**config.mk**
```make
export PLATFORM = sky130hd
export DESIGN_NAME = dds_reg_writer
export DESIGN_NICKNAME = d
export VERILOG_FILES = /design/src/rtl/dds_reg_writer.sv
export SDC_FILE = /design/constraint.sdc
export NUM_CORES = 1
export LEC_CHECK = 0
export ABC_AREA = 1
export CAP_MARGIN = 10
export CORE_MARGIN = 3
export CORE_UTILIZATION = 35
export DETAILED_ROUTE_END_ITERATION = 12
export SYNTH_ARGS = -nofsm -noshare
export SYNTH_HDL_FRONTEND = slang
export SYNTH_SLANG_ARGS = --single-unit
```
**constraint.sdc**
```tcl
create_clock -name clk -period 1.7 [get_ports clk]
set_clock_uncertainty 0.2 [all_clocks]
set_input_delay 0.255 -clock clk [delete_from_list [all_inputs] [get_ports clk]]
set_output_delay 0.255 -clock clk [all_outputs]
set_load 0.02 [all_outputs]
```
**src/rtl/dds_reg_writer.sv**
```systemverilog
// Purpose : serial writer for the DDS control port: one command of an address byte plus 1..MAX_BYTES data bytes, sent MSB-first on CS/SCLK/SDIO, optionally followed by an IO_UPDATE pulse.
// Latency : done asserts SCLK_DIV*(1+2*bits)+1 cycles after start is sampled (update_en=0), or one cycle after start for an illegal byte count.
// Backpr. : a single command is in flight at a time; start is ignored while busy=1 and is never queued.
//
// Ports:
//   clk, rst (async, active low)      - clock and reset
//   start/addr/din/nbytes/update_en   - command inputs, latched on start while idle
//   SYNC_CLK                          - DDS sync clock, asynchronous to clk
//   busy/done/err                     - status; done and err are one-cycle pulses
//   SCLK/CS/SDIO/SYNCIO/IO_UPDATE     - DDS pins, all driven from registers
module dds_reg_writer #(
    parameter int MAX_BYTES = 8,
    parameter int SCLK_DIV  = 2,
    parameter int UPD_CYC   = 4,
    parameter int SYNC_TO   = 64
) (
    input  logic                   clk,
    input  logic                   rst,
    input  logic                   start,
    input  logic [7:0]             addr,
    input  logic [8*MAX_BYTES-1:0] din,
    input  logic [3:0]             nbytes,
    input  logic                   update_en,
    input  logic                   SYNC_CLK,
    output logic                   busy,
    output logic                   done,
    output logic                   err,
    output logic                   SCLK,
    output logic                   CS,
    output logic                   SDIO,
    output logic                   SYNCIO,
    output logic                   IO_UPDATE
);

    localparam int FW   = 8 * (MAX_BYTES + 1);
    localparam int BW   = $clog2(FW + 1);
    localparam int CMAX = (SCLK_DIV > UPD_CYC) ?
                          ((SCLK_DIV > SYNC_TO) ? SCLK_DIV : SYNC_TO) :
                          ((UPD_CYC > SYNC_TO) ? UPD_CYC : SYNC_TO);
    localparam int CW   = $clog2(CMAX + 1);

    localparam logic [CW-1:0] C_DIV = CW'(SCLK_DIV - 1);
    localparam logic [CW-1:0] C_UPD = CW'(UPD_CYC - 1);
    localparam logic [CW-1:0] C_TO  = CW'(SYNC_TO - 1);

    typedef enum logic [3:0] {
        S_INIT, S_IDLE, S_SETUP, S_HI, S_LO, S_WAIT, S_UPD, S_FIN, S_DONE
    } state_t;

    state_t          r_state, w_state_nxt;
    logic [CW-1:0]   r_cnt, w_cnt_nxt;
    logic [BW-1:0]   r_bits, w_bits_nxt;
    logic [FW-1:0]   r_shift, w_shift_nxt;
    logic            r_upd, w_upd_nxt;
    logic            r_err_pend, w_err_pend_nxt;
    logic            r_busy, w_busy_nxt;
    logic            r_done, w_done_nxt;
    logic            r_err, w_err_nxt;
    logic            r_sclk, w_sclk_nxt;
    logic            r_cs, w_cs_nxt;
    logic            r_sdio, w_sdio_nxt;
    logic            r_syncio, w_syncio_nxt;
    logic            r_ioupd, w_ioupd_nxt;
    logic            r_sync1, r_sync2, r_sync3;

    logic                   w_bad;
    logic                   w_rise;
    logic [3:0]             w_pad;
    logic [8*MAX_BYTES-1:0] w_din_al;
    logic [BW-1:0]          w_nbits;

    // Command decode. Data is left-aligned so the frame always leaves
    // from the top bit of the shift register whatever nbytes is.
    assign w_bad    = (nbytes == 4'd0) || (int'(nbytes) > MAX_BYTES);
    assign w_pad    = 4'(MAX_BYTES) - nbytes;
    assign w_din_al = din << {w_pad, 3'b000};
    // 8*(nbytes+1)-1: remaining bits after the one presented in SETUP
    assign w_nbits  = BW'({nbytes, 3'b111});

    // SYNC_CLK: two flops for metastability, third flop for edge detect.
    // The rise pulse is only consulted in S_WAIT, so edges seen during
    // the shift are ignored.
    assign w_rise = r_sync2 & ~r_sync3;

    always_ff @(posedge clk or negedge rst) begin
        if (!rst) begin
            r_sync1 <= 1'b0;
            r_sync2 <= 1'b0;
            r_sync3 <= 1'b0;
        end else begin
            r_sync1 <= SYNC_CLK;
            r_sync2 <= r_sync1;
            r_sync3 <= r_sync2;
        end
    end

    always_ff @(posedge clk or negedge rst) begin
        if (!rst) begin
            r_state    <= S_INIT;
            r_cnt      <= C_DIV;
            r_bits     <= '0;
            r_shift    <= '0;
            r_upd      <= 1'b0;
            r_err_pend <= 1'b0;
            r_busy     <= 1'b1;
            r_done     <= 1'b0;
            r_err      <= 1'b0;
            r_sclk     <= 1'b0;
            r_cs       <= 1'b1;
            r_sdio     <= 1'b0;
            r_syncio   <= 1'b1;
            r_ioupd    <= 1'b0;
        end else begin
            r_state    <= w_state_nxt;
            r_cnt      <= w_cnt_nxt;
            r_bits     <= w_bits_nxt;
            r_shift    <= w_shift_nxt;
            r_upd      <= w_upd_nxt;
            r_err_pend <= w_err_pend_nxt;
            r_busy     <= w_busy_nxt;
            r_done     <= w_done_nxt;
            r_err      <= w_err_nxt;
            r_sclk     <= w_sclk_nxt;
            r_cs       <= w_cs_nxt;
            r_sdio     <= w_sdio_nxt;
            r_syncio   <= w_syncio_nxt;
            r_ioupd    <= w_ioupd_nxt;
        end
    end

    always_comb begin
        w_state_nxt    = r_state;
        w_cnt_nxt      = r_cnt;
        w_bits_nxt     = r_bits;
        w_shift_nxt    = r_shift;
        w_upd_nxt      = r_upd;
        w_err_pend_nxt = r_err_pend;
        w_busy_nxt     = r_busy;
        w_done_nxt     = 1'b0;
        w_err_nxt      = 1'b0;
        w_sclk_nxt     = r_sclk;
        w_cs_nxt       = r_cs;
        w_sdio_nxt     = r_sdio;
        w_syncio_nxt   = r_syncio;
        w_ioupd_nxt    = r_ioupd;

        case (r_state)
            S_INIT: begin
                if (r_cnt == '0) begin
                    w_syncio_nxt = 1'b0;
                    w_busy_nxt   = 1'b0;
                    w_state_nxt  = S_IDLE;
                end else begin
                    w_cnt_nxt = r_cnt - CW'(1);
                end
            end
            S_IDLE: begin
                if (start) begin
                    w_busy_nxt = 1'b1;
                    w_upd_nxt  = update_en;
                    if (w_bad) begin
                        // No pin activity; report from S_FIN next cycle
                        w_err_pend_nxt = 1'b1;
                        w_state_nxt    = S_FIN;
                    end else begin
                        w_err_pend_nxt = 1'b0;
                        w_cs_nxt       = 1'b0;
                        w_sclk_nxt     = 1'b0;
                        w_shift_nxt    = {addr, w_din_al};
                        w_sdio_nxt     = addr[7];
                        w_bits_nxt     = w_nbits;
                        w_cnt_nxt      = C_DIV;
                        w_state_nxt    = S_SETUP;
                    end
                end
            end
            S_SETUP: begin
                if (r_cnt == '0) begin
                    w_sclk_nxt  = 1'b1;
                    w_cnt_nxt   = C_DIV;
                    w_state_nxt = S_HI;
                end else begin
                    w_cnt_nxt = r_cnt - CW'(1);
                end
            end
            S_HI: begin
                if (r_cnt == '0) begin
                    w_sclk_nxt  = 1'b0;
                    w_cnt_nxt   = C_DIV;
                    w_state_nxt = S_LO;
                    // Data moves only on the falling SCLK edge
                    if (r_bits != '0) begin
                        w_shift_nxt = r_shift << 1;
                        w_sdio_nxt  = r_shift[FW-2];
                    end
                end else begin
                    w_cnt_nxt = r_cnt - CW'(1);
                end
            end
            S_LO: begin
                if (r_cnt == '0) begin
                    if (r_bits == '0) begin
                        w_cs_nxt    = 1'b1;
                        w_sdio_nxt  = 1'b0;
                        w_cnt_nxt   = '0;
                        w_state_nxt = r_upd ? S_WAIT : S_FIN;
                    end else begin
                        w_sclk_nxt  = 1'b1;
                        w_bits_nxt  = r_bits - BW'(1);
                        w_cnt_nxt   = C_DIV;
                        w_state_nxt = S_HI;
                    end
                end else begin
                    w_cnt_nxt = r_cnt - CW'(1);
                end
            end
            S_WAIT: begin
                if (w_rise) begin
                    w_ioupd_nxt = 1'b1;
                    w_cnt_nxt   = C_UPD;
                    w_state_nxt = S_UPD;
                end else if (r_cnt == C_TO) begin
                    // No sync edge in time: pulse anyway and flag it
                    w_ioupd_nxt    = 1'b1;
                    w_err_pend_nxt = 1'b1;
                    w_cnt_nxt      = C_UPD;
                    w_state_nxt    = S_UPD;
                end else begin
                    w_cnt_nxt = r_cnt + CW'(1);
                end
            end
            S_UPD: begin
                if (r_cnt == '0) begin
                    w_ioupd_nxt = 1'b0;
                    w_done_nxt  = 1'b1;
                    w_err_nxt   = r_err_pend;
                    w_state_nxt = S_DONE;
                end else begin
                    w_cnt_nxt = r_cnt - CW'(1);
                end
            end
            S_FIN: begin
                w_done_nxt  = 1'b1;
                w_err_nxt   = r_err_pend;
                w_state_nxt = S_DONE;
            end
            S_DONE: begin
                // busy stays up through the done cycle, drops after it
                w_busy_nxt  = 1'b0;
                w_state_nxt = S_IDLE;
            end
            default: begin
                w_state_nxt = S_IDLE;
            end
        endcase
    end

    assign busy      = r_busy;
    assign done      = r_done;
    assign err       = r_err;
    assign SCLK      = r_sclk;
    assign CS        = r_cs;
    assign SDIO      = r_sdio;
    assign SYNCIO    = r_syncio;
    assign IO_UPDATE = r_ioupd;

endmodule
```
==> flow_metrics.tcl <==
set metrics [dict create \
    cpLargestDelayFamily "simple AND/OR/NAND/NOR gates" \
    die_h_um 152 \
    path_buf_inv 5 \
    r2r_cells 13 \
    yosysUniqueCellTypes 38 \
    hold_viol_final 0 \
    fin_util 0.534 \
    area_growth_pct 47.5 \
    cts_buffers 9 \
    die_width_um 152 \
    ff_latch_area_mm2 0.00256 \
    clock_path_buffers 2 \
    layout_min_cycle_time_ps 2060 \
    viasPerCell 4.98 \
    finalSetupViolCount 96 \
    ys_warn_count 0 \
    dr_wl_met2_um 12900 \
    power_frac_clock 0.130 \
    grt_max_degree 51 \
    max_clock_freq_ghz 0.486 \
    rsz0062_at_grt "yes" \
    crit_required_ps 1790 \
    hpwl_um 17700 \
    dp_slack_ps -862 \
    fin_cells 1692 \
    stdcell_area_mm2 0.0110 \
    grt-ovfl-total 0 \
    start_kind "register" \
    power.switching_mw 7.66 \
    diodes 0 \
    ant_nets 0 \
    p_sw_frac 0.431 \
    antenna_found_initial 0 \
    grt_usage 0.217 \
    gp_congestion 0.862 \
    syn_nets 1303 \
    violations "negative setup slack" \
    status "finished with violations" \
    hold_ws_ps 48.0 \
    cts_tree "done" \
    place_area_mm2 0.00970 \
    fin_crit_sh 1.21 \
    final_common_cell "nand2_1" \
    worstPathCellList "inv_2 -> ha_4 -> inv_4 -> nor2_4 -> nand3_4 -> nand2_2 -> nand2_2 -> nor2_4 -> buf_12 -> buf_12 -> clkbuf_16 -> nand2_1 -> nand2_1" \
    io_pins 89 \
    cts_max_level 3 \
    start_util 0.362 \
    core-area_mm2 0.0206 \
    end_kind "register" \
    cellPowerDensity_mw_per_mm2 1620 \
    clk_pin_slew_ps 80 \
    cp_slowest_stage_delay_ps 410 \
    power_leakage_nw 5.70 \
    slowest_stage "dfrtp_1" \
    peakVddDrop_mv 0.962 \
    relSlewSlack 0.682 \
    final_cell_mix "nand2_1, nand3_1, buf_4" \
    drt-met1-wl_um 11200 \
    total_power_mw 17.8 \
    final_max_slew_viol_count 0 \
    cts_sinks 102 \
    num_vias 8420 \
    worstPathMaxFanout 6 \
    critPathKind "register to register" \
    grt_pass1_vias 8269 \
    drive_gt1_frac 0.228 \
    comb_power_share 0.645 \
    power.internal_mw 10.1 \
    reg2reg_slack_ps -360 \
    nNetsFinal 1504 \
    synthCells 1216 \
    die_area_mm2 0.0230 \
    rows 52 \
    syn_area_per_cell_um2 6.12 \
    numPortBuffers 88 \
    wl_um 25900 \
    synth_area_mm2 0.00744 \
    fill_cells 1980 \
    ys_ff_latch 102 \
    cap_violations 0 \
    ctsRootBufferMaster "clkbuf_16" \
    multi_input_area_mm2 0.00471 \
    crit_arrival_ps 2150 \
    grt_pass1_wl_um 41600 \
    p_seq_frac 0.225 \
    fin_tns_setup_ps -28310 \
    met3_length_um 1240 \
    yosysSeqAreaShare 0.344 \
    clock_latency_ps 360 \
    first_iter_violations 560 \
    drc 0 \
    placedCellCount 1640 \
    worst_slew_pin_slew_ps 472 \
    drt_pass1_iterations 5 \
    route.top_layer_used "met4" \
    worst-path-stages 13 \
    drt-wirelength-per-cell_um 15.3 \
    min-delay-path-class "primary input to asynchronous set/reset pin" \
    worst_slack_ps -358 \
]
## cells by family (layout without fill, tap and decap cells)
family / Yosys count / after routing / synth area share
flops: 102 / 102 / 0.344
compound gates: 105 / 105 / 0.0775
xor+xnor: 13 / 13 / 0.0153
buf+inv: 140 / 345 / 0.0809
simple gates: 850 / 851 / 0.473
fa+ha+maj: 6 / 6 / 0.0101
## cell usage after synthesis (all sizes together)
master / count / area, um^2
xnor2: 4 / 35.0
nor2: 50 / 243
nand3b: 12 / 90.1
o2111ai: 1 / 8.76
or2: 2 / 12.5
a31oi: 1 / 6.26
and2: 1 / 6.26
ha: 6 / 75.1
buf: 46 / 244
o21ai: 85 / 433
clkbuf: 29 / 111
nand4: 3 / 18.8
o21a: 2 / 15.0
nand3: 139 / 701
inv: 65 / 246
dfrtp: 98 / 2450
o211ai: 11 / 82.6
xor2: 9 / 78.8
nand2: 634 / 2390
dfstp: 4 / 105
o21bai: 1 / 7.51
nor3: 9 / 50.1
a21oi: 4 / 23.8
## power groups by stage
| stage | Combinational (mW) | Sequential [mW] | Clock [mW] |
|---|---|---|---|
| after floorplan | 5.10 | 3.93 | 0 |
| after global placement | 7.67 | 3.98 | 0 |
| after detailed placement | 7.77 | 3.99 | 0 |
| after CTS | 9.80 | 3.95 | 2.37 |
| after global routing | 12.4 | 4.10 | 2.46 |
| final | 11.5 | 3.99 | 2.32 |
## worst paths after layout
| kind | start | to |
|---|---|---|
| max | r_cnt[1] | r_shift[28] |
| min | rst | r_bits[1] |
| max reg2reg | r_cnt[1] | r_shift[28] |
| min reg2reg | r_sync1 | r_sync2 |
| max in group asynchronous | rst | r_cnt[0] |
| min in group clk | SYNC_CLK | r_sync1 |
## sequential cells by signal, indices dropped and copies added (netlist names)
name        cells
CS              1
IO_UPDATE       1
SCLK            1
SDIO            1
SYNCIO          1
busy            1
done            1
err             1
r_bits          7
r_cnt           7
r_err_pend      1
r_shift        71
r_state         4
r_sync1         1
r_sync2         1
r_sync3         1
r_upd           1
## worst reg2reg max path, stage by stage, from the launching register on
cell,delay [ps]
dfrtp_1,410
inv_2,90
ha_4,140
inv_4,30
nor2_4,110
nand3_4,100
nand2_2,90
nand2_2,60
nor2_4,190
buf_12,150
buf_12,140
clkbuf_16,170
nand2_1,60
nand2_1,40
## routing by layer
layer  vias up  track usage
met3        55       0.0319
met2       214        0.377
met4         0       0.0574
li1       4241            -
met1      3910        0.283
met5         -            0
## what timing repair did
action / CTS / global route
setup endpoints to repair: 104 / 100
hold endpoints to repair: 98 / 0
gates cloned: 8 / 8
hold buffers: 1 / 0
resized for setup: 79 / 76
pin swaps: 13 / 37
setup buffers: 14 / 6
## final cells by class
cell class                      instances  share of cell area
Multi-Input combinational cell        975               0.429
Timing Repair Buffer                  264               0.252
Clock inverter                          4             0.00707
Inverter                               65              0.0252
Sequential cell                       102               0.233
Clock buffer                           12              0.0225
Tap cell                              270              0.0308
Power figures use the tool's default switching activity.
